[config.mk]
export PLATFORM = sky130hd
export DESIGN_NAME = req_ack_sink_fifo
export DESIGN_NICKNAME = d
export VERILOG_FILES = /design/src/rtl/req_ack_sink_fifo.sv
export SDC_FILE = /design/constraint.sdc
export NUM_CORES = 1
export LEC_CHECK = 0
export CAP_MARGIN = 20
export CORE_MARGIN = 4
export CORE_UTILIZATION = 25
export CTS_CLUSTER_DIAMETER = 50
export CTS_CLUSTER_SIZE = 16
export DETAILED_ROUTE_END_ITERATION = 12
export SLEW_MARGIN = 25
export SYNTH_ARGS = -nofsm -noshare
export SYNTH_HDL_FRONTEND = slang
export SYNTH_SLANG_ARGS = --single-unit
[constraint.sdc]
create_clock -name clk -period 3.2 [get_ports clk]
set_input_delay 0.64 -clock clk [delete_from_list [all_inputs] [get_ports clk]]
set_output_delay 0.64 -clock clk [all_outputs]
set_load 0.05 [all_outputs]
[src/rtl/req_ack_sink_fifo.sv]
// req_ack_sink_fifo: consumer for a req/ack byte stream. Answers each request
// with ack after a programmable delay, stores every accepted byte in a small
// FIFO and re-presents it on a valid/ready output stream. ack is withheld
// whenever the FIFO could not take the next byte.
module req_ack_sink_fifo #(
    parameter int DATA_WIDTH = 8,
    parameter int DEPTH      = 4,
    parameter int ACK_DELAY  = 1,
    parameter int CNT_WIDTH  = 16
) (
    input  logic                    clk,
    input  logic                    rst,
    input  logic                    req,
    input  logic [DATA_WIDTH-1:0]   data,
    output logic                    ack,
    output logic                    out_valid,
    input  logic                    out_ready,
    output logic [DATA_WIDTH-1:0]   out_data,
    output logic [$clog2(DEPTH):0]  level,
    output logic [CNT_WIDTH-1:0]    xfer_count
);

    localparam int PTR_W = $clog2(DEPTH);
    localparam int LVL_W = PTR_W + 1;
    localparam logic [LVL_W-1:0] FULL_LEVEL = LVL_W'(DEPTH);
    // Delay counter preload: DELAY lasts ACK_DELAY-1 posedges before ACK.
    localparam logic [3:0] DCNT_INIT = (ACK_DELAY >= 2) ? 4'(ACK_DELAY - 2) : 4'd0;

    typedef enum logic [1:0] {
        IDLE,
        DELAY,
        ACK
    } state_t;

    state_t                 state;
    state_t                 state_next;
    logic [3:0]             dcnt;
    logic [3:0]             dcnt_next;
    logic [PTR_W-1:0]       wr_ptr;
    logic [PTR_W-1:0]       rd_ptr;
    logic [LVL_W-1:0]       level_next;
    logic                   push;
    logic                   pop;
    logic [DATA_WIDTH-1:0]  mem [DEPTH];

    assign push      = (state == ACK) && req;
    assign out_valid = (level != '0);
    assign pop       = out_valid && out_ready;
    assign out_data  = mem[rd_ptr];

    // Occupancy after this edge; a same-cycle pop makes room for a push.
    always_comb begin
        level_next = level + LVL_W'(push) - LVL_W'(pop);
    end

    // Handshake FSM: only enter or stay in ACK when the next push will fit.
    always_comb begin
        state_next = state;
        dcnt_next  = dcnt;
        case (state)
            IDLE: begin
                if (req && (level_next < FULL_LEVEL)) begin
                    if (ACK_DELAY == 1) begin
                        state_next = ACK;
                    end else begin
                        state_next = DELAY;
                        dcnt_next  = DCNT_INIT;
                    end
                end
            end
            DELAY: begin
                if (!req) begin
                    state_next = IDLE;
                end else if (dcnt == 4'd0) begin
                    state_next = ACK;
                end else begin
                    dcnt_next = dcnt - 4'd1;
                end
            end
            ACK: begin
                if (!req || (level_next == FULL_LEVEL)) begin
                    state_next = IDLE;
                end
            end
            default: begin
                state_next = IDLE;
            end
        endcase
    end

    // State register; ack gets its own flop so the BFM sees a clean output.
    always_ff @(posedge clk or posedge rst) begin
        if (rst) begin
            state <= IDLE;
            dcnt  <= 4'd0;
            ack   <= 1'b0;
        end else begin
            state <= state_next;
            dcnt  <= dcnt_next;
            ack   <= (state_next == ACK);
        end
    end

    // FIFO bookkeeping: pointers wrap freely, level tells full from empty.
    always_ff @(posedge clk or posedge rst) begin
        if (rst) begin
            wr_ptr     <= '0;
            rd_ptr     <= '0;
            level      <= '0;
            xfer_count <= '0;
        end else begin
            if (push) begin
                wr_ptr     <= wr_ptr + PTR_W'(1);
                xfer_count <= xfer_count + CNT_WIDTH'(1);
            end
            if (pop) begin
                rd_ptr <= rd_ptr + PTR_W'(1);
            end
            level <= level_next;
        end
    end

    // Storage array; contents need no reset because level gates visibility.
    always_ff @(posedge clk) begin
        if (push) begin
            mem[wr_ptr] <= data;
        end
    end

    // The FSM must never let a push land on a full FIFO.
    a_no_push_when_full: assert property (
        @(posedge clk) disable iff (rst) !(push && (level == FULL_LEVEL))
    );

endmodule

==> results of run 1 <==
## cell type report
type	instances	share of cell area, %
Clock inverter	6	2.56
Sequential cell	62	50.7
Clock buffer	10	3.78
Tap cell	133	4.93
Timing Repair Buffer	44	12.8
Multi-Input combinational cell	90	24.1
Inverter	9	1.08
## path summary, 6_finish.rpt
path                                 from        endpoint  cells after the start
setup / recovery                rd_ptr[0]     out_data[4]                      3
min in group asynchronous             rst   xfer_count[5]                      3
hold / removal             xfer_count[15]  xfer_count[15]                      1
setup reg to reg                 level[0]        state[1]                     10
hold reg to reg            xfer_count[15]  xfer_count[15]                      1
max in group asynchronous             rst        level[0]                      3
## synth_stat cells, drive strengths merged
cell type | number | area [µm²]
edfxtp | 32 | 961
dfrtp | 30 | 751
xnor2 | 19 | 166
nand2 | 13 | 51.3
inv | 9 | 36.3
ha | 8 | 100
mux4 | 8 | 180
and2 | 6 | 37.5
nand3 | 6 | 30.0
nor2 | 6 | 45.0
nand4 | 5 | 31.3
o21ai | 3 | 15.0
xor2 | 3 | 33.8
and4 | 2 | 20.0
buf | 2 | 8.75
o211a | 2 | 20.0
a211oi | 1 | 12.5
a21oi | 1 | 5.00
and3 | 1 | 6.26
fa | 1 | 20.0
mux2 | 1 | 11.3
mux2i | 1 | 10.0
nor3 | 1 | 5.00
nor3b | 1 | 7.51
or3 | 1 | 6.26
## layer usage
| layer | GRT usage [%] | vias up | routed length [µm] |
|---|---|---|---|
| met5 | 0 | - | 0 |
| met4 | 3.74 | 0 | 41 |
| met3 | 3.41 | 6 | 281 |
| met2 | 13.0 | 38 | 2210 |
| met1 | 10.8 | 702 | 2080 |
| li1 | - | 696 | - |
## per-stage QoR
stage	setup WS (ns)	utilization, %
6_report	0.435	34.0
5_1_grt	0.309	34.0
4_1_cts	0.377	34.0
3_5_place_dp	0.119	31.9
3_3_place_gp	0.196	31.9
2_1_floorplan	0.140	-
## power groups by stage
stage,Combinational (W),Sequential [W],Clock [W]
after global placement,0.00114,0.00110,0
after CTS,0.00116,0.00109,0.000774
after floorplan,0.000652,0.00125,0
final,0.00114,0.00109,0.000737
after global routing,0.00122,0.00111,0.000803
after detailed placement,0.00116,0.00110,0
## layout by cell type (no fill, tap or decap), types with 2 or more instances in the layout
cell type                         Yosys  final
sky130_fd_sc_hd__dfrtp_1             30     30
sky130_fd_sc_hd__xnor2_1             19     19
sky130_fd_sc_hd__mux4_2               8      8
sky130_fd_sc_hd__clkdlybuf4s50_1      0     40
sky130_fd_sc_hd__nor2_1               3      3
sky130_fd_sc_hd__and2_1               6      6
sky130_fd_sc_hd__xor2_1               2      2
sky130_fd_sc_hd__buf_4                0      4
sky130_fd_sc_hd__clkinv_2             0      2
sky130_fd_sc_hd__inv_1                8      8
sky130_fd_sc_hd__bufinv_16            0      2
sky130_fd_sc_hd__o211a_1              2      2
sky130_fd_sc_hd__nand2_1             12     12
sky130_fd_sc_hd__ha_1                 8      8
sky130_fd_sc_hd__nor2_4               3      3
sky130_fd_sc_hd__o21ai_0              3      3
sky130_fd_sc_hd__edfxtp_1            32     32
sky130_fd_sc_hd__nand4_1              5      5
sky130_fd_sc_hd__clkbuf_8             0      9
sky130_fd_sc_hd__nand3_1              6      6
## cell families after synthesis
kind of cell               share of synthesized area (%)
DFF                                                 66.6
and+or+nand+nor                                     9.34
xor gates and xnor gates                            7.79
buffers and inverters                               1.75
muxes                                               7.83
adders and majority gates                           4.67
AOI/OAI and AO/OA                                   2.04
## sequential cells by signal, summed over array words and instances (netlist names)
name / cells
level: 3
xfer_count: 16
rd_ptr: 2
ack: 1
dcnt: 4
wr_ptr: 2
state: 2
mem: 32
==> impl.org, run 1 <==
** Setup path
- Arrival @ worst endpoint :: about 2.1 ns
- Highest cell delay on the worst timing path :: 0.72 ns
- Walking the worst path, the cells encountered are buf_4 > mux4_2 > clkdlybuf4s50_1.
- Crit path max fanout :: 10
- The setup check on the worst reg-to-reg path leaves a slack of 0.57 ns.
- Critical path launch point type :: flip-flop
- Top delay family on crit path :: buffers and inverters
- Endpoint required time on the critical path :: 2.56 ns
- The worst setup path is of the reg2out kind.
- Sort of element at the end of the critical path :: output pin
- Counting both buffers and inverters, the worst setup path holds a total of 2.
- Among all stages on the critical path, the largest delay is contributed by sky130_fd_sc_hd__clkdlybuf4s50_1.

** Route
- Using the TritonRoute via totals, the vias-per-cell ratio works out to a little over 4.
- 1st-iter DRT viols :: 52
- For this run, the detailed router's first-pass iteration total came to 4.
- For this run, design rule violations remaining after detail routing come to 0.
- Summed over all layers, the routed wires come to 4.62 mm.
- Detailed-route wire length per cell :: between 10 and 15 µm
- The final route contains roughly 1400 vias.
- Antenna-violating nets left :: 0

** Power and ir drop
- The design draws 0.00296 W.
- Of the total power, the share spent switching nets is 37.3%.
- The analysis attributes to net switching a power of 0.00111 W.
- The share of total power dissipated in sequential elements is 36.7%.
- Maximum VDD drop :: 0.000468 V
- Lkg Pwr :: 1.27 nW
- Comb power frac :: 38.5%
- Relative contribution of the clock network to total power :: between 20% and 30%
- Internal cell power :: 0.00186 W
- In this run the power density over the cells is 879 mW/mm².

** Global routing
- Entering global routing, the biggest net connects 31 pins.
- First-pass GRT wire length :: around 7.7 mm
- Total overflow reported by the global router :: 0
- Gr usage total :: 8.58%
- The via count of the first global-routing pass came to approximately 1500.
- Number of antenna violations at the first check in global routing :: 0

** Clock network
- Number of clock buffers inserted by TritonCTS :: 9
- The H-tree generated during clock tree synthesis spans 3 levels.
- Max Root-Sink Buffers :: 2
- Gates resized during post-CTS repair numbered 0.
- CTS saw between 60 and 70 sinks.
- Clock-pin slew on the worst setup and hold paths :: 0.07 ns
- TritonCTS built the clock tree.
- The clock reaches the later pin of the worst-skew pair after 0.33 ns.
- # hold bufs at CTS :: 0
- Post-CTS Setup Bufs :: 0
- The cell sitting at the root of the clock tree is a sky130_fd_sc_hd__clkbuf_8.

** Hold path
- In this run the worst hold path is classified as reg2reg.

** Timing
- Min Hold Slack :: 0.481 ns
- Setup-violating endpoint count in the final report :: 0
- Number of max-slew violations in the final report :: 0
- Setup TNS :: 0 ns
- Headroom to the max-slew limit :: between 60% and 70%
- Final hold violation count :: 0
- For the pin with the worst max-slew slack, the measured transition is ~0.51 ns.
- Clock skew on the completed layout was measured at 0.00600 ns.
- Setup repair after global routing missed its margin :: no
- Final clock period utilization by the worst path :: 86.4%
- Derived from the worst setup path, the maximum achievable clock frequency is 362 MHz.
- Final Critical Period :: between 2 and 3 ns

** Floorplan
- Die Y :: 109 µm
- The floorplan has 36 rows.
- DIE AREA :: roughly 0.012 mm²
- Number of placed I/O pins :: 41
- The floorplan step defined a core boundary enclosing 0.00991 mm².
- Horiz. Die Dim :: 109 µm
- The initial utilization of the core area, before any placement, comes to 25.9%.

** Run
- Number of maximum-capacitance constraint violations :: 0

** Layout
- The final layout contains 237 nets.
- The filler cells instantiated in the layout total 980.
- Number of diodes added for antenna fixing :: 0
- The finished cells cover 0.00337 mm².
- Registers take 0.00171 mm².
- The area growth from synthesis to layout is 31.2%.
- Excluding fillers, the count of instances in the completed layout stands at roughly 350.
- Share of layout cells above drive strength 1 :: approximately 16%
- The multi-input combinational cells in the finished layout cover a total of 815 µm².

** Placed design
- Global placer's final weighted congestion :: 0.695
- Once detailed placement completed, the half-perimeter wirelength came to 3.21 mm.
- The placed instances occupy a cell area of between 0.003 and 0.004 mm².
- Port buffering added 40 buffers.
- In this run, placement finished with an instance count of 338.

** Synthesis
- Cell area after synthesis :: approximately 0.0026 mm²
- The number of nets handed over by synthesis was 184.
- Sequential cells were found to cover 66.6% of the synthesized design area.
- Distinct cell type count after synthesis :: 31
- Average footprint of a synthesized cell :: 15.8 µm²
- Gate Count Post-Synth :: 163
- Yosys printed 0 warnings.
- Synthesis inferred 62 register bits.

** Status
- The flow ran to the end, and the final reports show no timing, DRC or antenna violations.
Note: power is estimated with default switching activity, not from simulation.
==> run 2: changes to the inputs <==
CORE_MARGIN = default   (was 4)
==> impl.org, run 2 (same netlist as run 1, synthesis figures left out) <==
** Clock network
- Clock latency at the later pin of the worst-skew pair :: around 0.34 ns
- Clock-pin slew on the worst setup and hold paths :: about 0.07 ns
- Post-cts sizing count :: 0
- Counting along the longest clock path gives a buffer depth of 2.
- H-tree depth :: 3
- Number of clock buffers inserted by TritonCTS :: 9
- # hold bufs at CTS :: 0
- Post-CTS Setup Bufs :: 0
- In this run the clock root is driven by a sky130_fd_sc_hd__clkbuf_8.
- Clock tree synthesis found a total of 62 sinks.
- CTS tree :: done

** Route
- Total wirelength of the detailed-routed design :: 4.46 mm
- The first routing iteration left 28 violations.
- Once detail routing completed, the nets flagged for antenna violations numbered 0.
- Total number of vias :: 1432
- Detailed-route wire length per cell :: 12.6 µm
- Drt via density :: 4.06
- The pre-antenna-repair detailed-routing pass consisted of 4 iterations.
- In the routed design, unresolved DRC markers number 0.

** Hold path
- Cell count of the worst hold path :: 1
- Path type of the worst min-delay path :: reg2reg
- Hold path startpoint :: xfer_count[15]
- Capture endpoint of the worst hold path :: xfer_count[15]

** Placed design
- After detailed placement, the design holds a cell count of 338.
- Buffers placed on the I/O ports in this run total 40.
- Detailed placement HPWL :: 3.08 mm
- Minimum setup slack after placement :: 0.153 ns
- The congestion estimate from routability-driven global placement came to 0.707.

** Layout
- Largest Register :: mem
- The count of cells in the finished layout, fillers not included, comes to around 350.
- Commonest non-fill, non-tap cells in the layout :: sky130_fd_sc_hd__clkdlybuf4s50_1, sky130_fd_sc_hd__edfxtp_1, sky130_fd_sc_hd__dfrtp_1, sky130_fd_sc_hd__xnor2_1, sky130_fd_sc_hd__nand2_1
- Biggest registers after layout :: mem (32), xfer_count (16), dcnt (4)
- Syn-to-layout area delta :: 29.8%
- Leaving out fill and tap cells, the most frequent cell in the layout is sky130_fd_sc_hd__clkdlybuf4s50_1.
- Number of diodes added for antenna fixing :: 0
- Max reg flops :: 32
- Share of layout cells above drive strength 1 :: about 15%
- Fill cells in the final layout number ~980.
- Layout Nets :: between 200 and 250

** Run
- The tool flagged a number of max-cap violations equal to 0.

** Timing
- The count of pins over their slew limit was 0.
- Setup TNS :: 0 ns
- For the pin with the worst max-slew slack, the measured transition is approximately 0.55 ns.
- Setup repair after global routing left no endpoint under its margin.
- Final clock period utilization by the worst path :: 92.7%
- Fmax :: 337 MHz
- The routed design could run at a clock period as short as roughly 3.0 ns.
- Worst Setup Slack, final :: 0.234 ns
- Clock skew after layout :: 0.00527 ns
- The worst pin sits at a relative slew slack of 63.1%.
- Final hold violation count :: 0
- Setup violations remaining at the end of the flow were counted as 0.

** Setup path
- STA classifies the critical path startpoint as a flip-flop.
- Along the worst path, the maximum fanout reaches 9.
- The startpoint identified for the worst register-to-register timing path is level[0].
- The setup path with the least slack is of type reg2out.
- STA puts the critical path data required time at 2.56 ns.
- Across all register-to-register paths, the minimum setup slack is ~0.59 ns.
- STA puts the critical path data arrival time at 2.33 ns.
- Measured in cells, the most critical reg-to-reg path has a length of 10.
- Sort of element at the end of the critical path :: output pin
- In this run the critical register-to-register path is captured at ack.

** Floorplan
- Core box area :: a little under 0.01 mm²
- From bottom edge to top edge, the die measures 103 µm.
- between 40 and 50 I/O pins were placed.
- Horiz. Die Dim :: between 100 and 150 µm
- DIE AREA :: 0.0107 mm²
- Initial standard-cell utilization of the core :: about a quarter
- # rows :: 36

** Global routing
- Number of antenna violations at the first check in global routing :: 0
- Met3 track demand over resource :: under 10%
- GR Util met2 :: 15.4%
- In this run the most used layer during global routing was met2.
- Number of global-route vias before repair :: approximately 1500
- Entering global routing, the biggest net connects 31 pins.
- Gr usage total :: 9.61%
- First-pass GRT wire length :: 7.39 mm
- Met1 global-route usage :: around 11%
- Summed over all layers, the global routing overflow is 0.

** Power and ir drop
- Across the VDD grid, the largest voltage drop is 0.000417 V.
- In this run, the clock network consumes 22.3% of the power.
- Internal cell power :: 0.00176 W
- Power per cell area :: 855 mW/mm²
- Comb power frac :: 38.6%
- Of the total power, the share spent switching nets is 38.2%.
- In this run the power spent charging and discharging nets is ~0.0011 W.
- For this design the static power due to leakage is 1.25 nW.
- The share of total power dissipated in sequential elements is 39.2%.

** Status
- The flow ran to the end, and the final reports show no timing, DRC or antenna violations.
## run 2: worst max-delay path by stage
stage	from	endpoint	cells after the start
final	rd_ptr[0]	out_data[4]	2
after global routing	rd_ptr[0]	out_data[5]	2
after CTS	rd_ptr[0]	out_data[1]	2
after detailed placement	req	ack	12
after global placement	req	state[1]	12
after floorplan	level[0]	ack	10
## run 2: metal layers
metal	up-vias	share of wire, %
met2	41	47
li1	688	-
met4	0	1.3
met3	8	6.8
met5	-	0
met1	695	44
## run 2: area by class of cell
class                           instances  area [µm²]  area share, %
Clock inverter                          6        53.8           1.61
Multi-Input combinational cell         90         815           24.4
Tap cell                              133         166           4.99
Timing Repair Buffer                   44         430           12.9
Inverter                                9        36.3           1.09
Sequential cell                        62        1710           51.3
Clock buffer                            9         124           3.71
## run 2: critical path, stage by stage (launching register included)
cell and delay (ns):
sky130_fd_sc_hd__dfrtp_1 0.69, sky130_fd_sc_hd__mux4_2 0.58, sky130_fd_sc_hd__clkdlybuf4s50_1 0.72
## run 2: power groups by stage
| stage | registers (W) | logic, W | clock network [W] |
|---|---|---|---|
| floorplan | 0.00125 | 0.000652 | 0 |
| global placement | 0.00114 | 0.00110 | 0 |
| detailed placement | 0.00114 | 0.00111 | 0 |
| CTS | 0.00113 | 0.00112 | 0.000658 |
| global route | 0.00114 | 0.00119 | 0.000699 |
| finish | 0.00112 | 0.00110 | 0.000635 |
## run 2: stage by stage
stage | cell area (µm²) | power, W | util [%] | hold slack [ns]
floorplan | 2570 | 0.00190 | - | 0.467
global placement | 3160 | 0.00224 | 32.0 | 0.465
detailed placement | 3160 | 0.00226 | 32.0 | 0.469
CTS | 3340 | 0.00290 | 33.8 | 0.479
global route | 3340 | 0.00303 | 33.8 | 0.497
finish | 3340 | 0.00285 | 33.8 | 0.472
==> run 3: changes to the inputs <==
CORE_MARGIN = 8   (was default)
==> impl.org, run 3 (same netlist as run 1, synthesis figures left out) <==
** Global routing
- Gr usage total :: 7.89%
- First-pass GRT wire length :: between 8 and 9 mm
- The initial antenna violation count came to 0.
- Maximum number of pins on one net before global-route repair :: 31
- The via count of the first global-routing pass came to 1616.
- Total overflow reported by the global router :: 0

** Route
- Using the TritonRoute via totals, the vias-per-cell ratio works out to 4.03.
- The routed layout has 1439 vias.
- The first detailed-routing pass ran for 4 iterations.
- After detailed routing, the number of remaining DRC violations is 0.
- Detailed-route wire length per cell :: roughly 14 µm
- In this run, the number of DRC markers left after iteration 0 of detailed routing was 26.
- Total wirelength of the detailed-routed design :: roughly 5.0 mm
- The count of nets left with antenna violations once routing finished came out at 0.

** Layout
- In the final layout, the registers with the most flip-flops are mem (32), xfer_count (16), dcnt (4).
- Largest Register :: mem
- Number of filler instances in the final layout :: 993
- Leaving out fill and tap cells, the most frequent cells in the layout are sky130_fd_sc_hd__clkdlybuf4s50_1, sky130_fd_sc_hd__edfxtp_1, sky130_fd_sc_hd__dfrtp_1, sky130_fd_sc_hd__xnor2_1, sky130_fd_sc_hd__nand2_1.
- For this run, the post-layout net count is 237.
- Number of diodes added for antenna fixing :: 0
- Cells fill 33.5% of the core in the end.
- The library cell used most frequently in the layout, excluding fill and tap cells, is sky130_fd_sc_hd__clkdlybuf4s50_1.
- Share of layout cells above drive strength 1 :: 16.3%
- The register with the most flip-flops in the layout has 32 of them.
- Syn-to-layout area delta :: 32.2%
- The finished layout holds 357 standard cells, fillers aside.

** Run
- Number of maximum-capacitance constraint violations :: 0

** Hold path
- Path type of the worst min-delay path :: reg2reg
- Hold path startpoint :: xfer_count[15]

** Clock network
- Clock-pin slew on the worst setup and hold paths :: 0.07 ns
- The number of hold buffers added after CTS was 0.
- Post-CTS Setup Bufs :: 0
- Gates resized during post-CTS repair numbered 0.
- H-tree depth :: 3
- The clock passes through at most 2 buffers.
- The later pin in the worst-skew pair is clocked with a latency of 0.34 ns.
- TritonCTS built the clock tree.
- Number of clock buffers inserted by TritonCTS :: 9
- Library cell used as clock root buffer :: sky130_fd_sc_hd__clkbuf_8
- Clock sink count :: 62

** Timing
- The hold violation count in the final report came to 0.
- The count of pins over their slew limit is 0.
- The clock arrives with between 0.01 and 0.015 ns of skew.
- Static timing analysis puts the maximum clock frequency at 335 MHz.
- Setup repair after global routing left no endpoint under its margin.
- The clock period could shrink to between 2 and 3 ns.
- Measured against its own limit, the worst slew margin works out to between 60 and 70%.
- Summed over all failing endpoints, the final setup total negative slack is 0 ns.
- At the pin with the least slew margin, the transition time is between 0.5 and 0.6 ns.
- Setup-violating endpoint count in the final report :: 0
- Dividing the final minimum period by the clock period gives between 90 and 100%.

** Placed design
- In this run, placement finished with an instance count of 341.
- Global placer's final weighted congestion :: 0.694
- IO buf count :: 40
- Once detailed placement completed, the half-perimeter wirelength came to 3.50 mm.

** Setup path
- Walking the worst path, the cells encountered are mux4_2 > clkdlybuf4s50_1.
- For this run, the slowest stage of the critical path takes roughly 0.72 ns.
- Crit path max fanout :: 9
- The worst register-to-register path begins at level[0].
- Endpoint required time on the critical path :: 2.56 ns
- STA classifies the critical path endpoint as an output pin.
- Broken down by cell family, the worst path's largest delay share belongs to buffers and inverters.
- The worst setup path is launched from a flip-flop.
- Data on the critical path arrives at its endpoint at 2.35 ns.
- Critical path launch point :: rd_ptr[0]
- The worst setup path is of the reg2out kind.
- Counting both buffers and inverters, the worst setup path holds a total of 1.
- On the critical path, the stage with the largest delay is an instance of sky130_fd_sc_hd__clkdlybuf4s50_1.

** Status
- Status :: finished, final reports clean

** Floorplan
- The floorplan has 37 rows.
- Measured along the y axis, the die boundary spans 117 µm.
- Core box area :: around 0.010 mm²
- The floorplan step set the die width to 117 µm.
- In this run the count of I/O pins placed on the die edge is between 40 and 50.
- The die covers 0.0138 mm².
- Initial standard-cell utilization of the core :: between 20% and 30%

** Power and ir drop
- PnR Total Power :: roughly 0.0031 W
- Dividing total power by cell area gives a power density of 898 mW/mm².
- Summed over all cells, the static leakage comes to 1.28 nW.
- VDD sags by at most roughly 0.00036 V.
## run 3: path summary, 6_finish.rpt
path | endpoint | slack, ns | depth (start not counted)
min in group asynchronous | xfer_count[0] | 0.68 | 3
max in group asynchronous | wr_ptr[0] | 2.23 | 3
setup reg to reg | state[1] | 0.60 | 10
hold / removal | xfer_count[15] | 0.49 | 1
setup / recovery | out_data[6] | 0.21 | 2
hold reg to reg | xfer_count[15] | 0.49 | 1
## run 3: cell type report
type / instances / area (µm²) / share of cell area (%)
clock buffer: 10 / 128 / 3.75
sequential: 62 / 1710 / 50.3
multi-input combinational: 90 / 815 / 24.0
inverter: 9 / 36.3 / 1.07
tap: 136 / 170 / 5.01
clock inverter: 6 / 109 / 3.20
timing repair buffer: 44 / 430 / 12.7
## run 3: where the power goes
group | switching [W] | total (W) | internal [W]
Clock | 0.000309 | 0.000827 | 0.000518
Sequential | 0.000145 | 0.00112 | 0.000972
Combinational | 0.000664 | 0.00111 | 0.000446
Total | 0.00112 | 0.00305 | 0.00194
## run 3: metrics by stage
step	cell area (µm²)	setup slack [ns]	hold WS, ns
global placement	3160	0.194	0.470
CTS	3400	0.143	0.491
detailed placement	3160	0.148	0.482
global route	3400	0.0428	0.520
floorplan	2570	0.140	0.467
finish	3400	0.212	0.491
## run 3: layer usage
metal | global-route usage, % | share of wire, % | up-vias | wire (µm)
met3 | 5.13 | 7.9 | 4 | 395
met1 | 8.76 | 44 | 706 | 2210
met4 | 2.43 | 0.62 | 0 | 31
met5 | 0 | 0 | - | 0
li1 | - | - | 690 | -
met2 | 12.1 | 47 | 39 | 2340
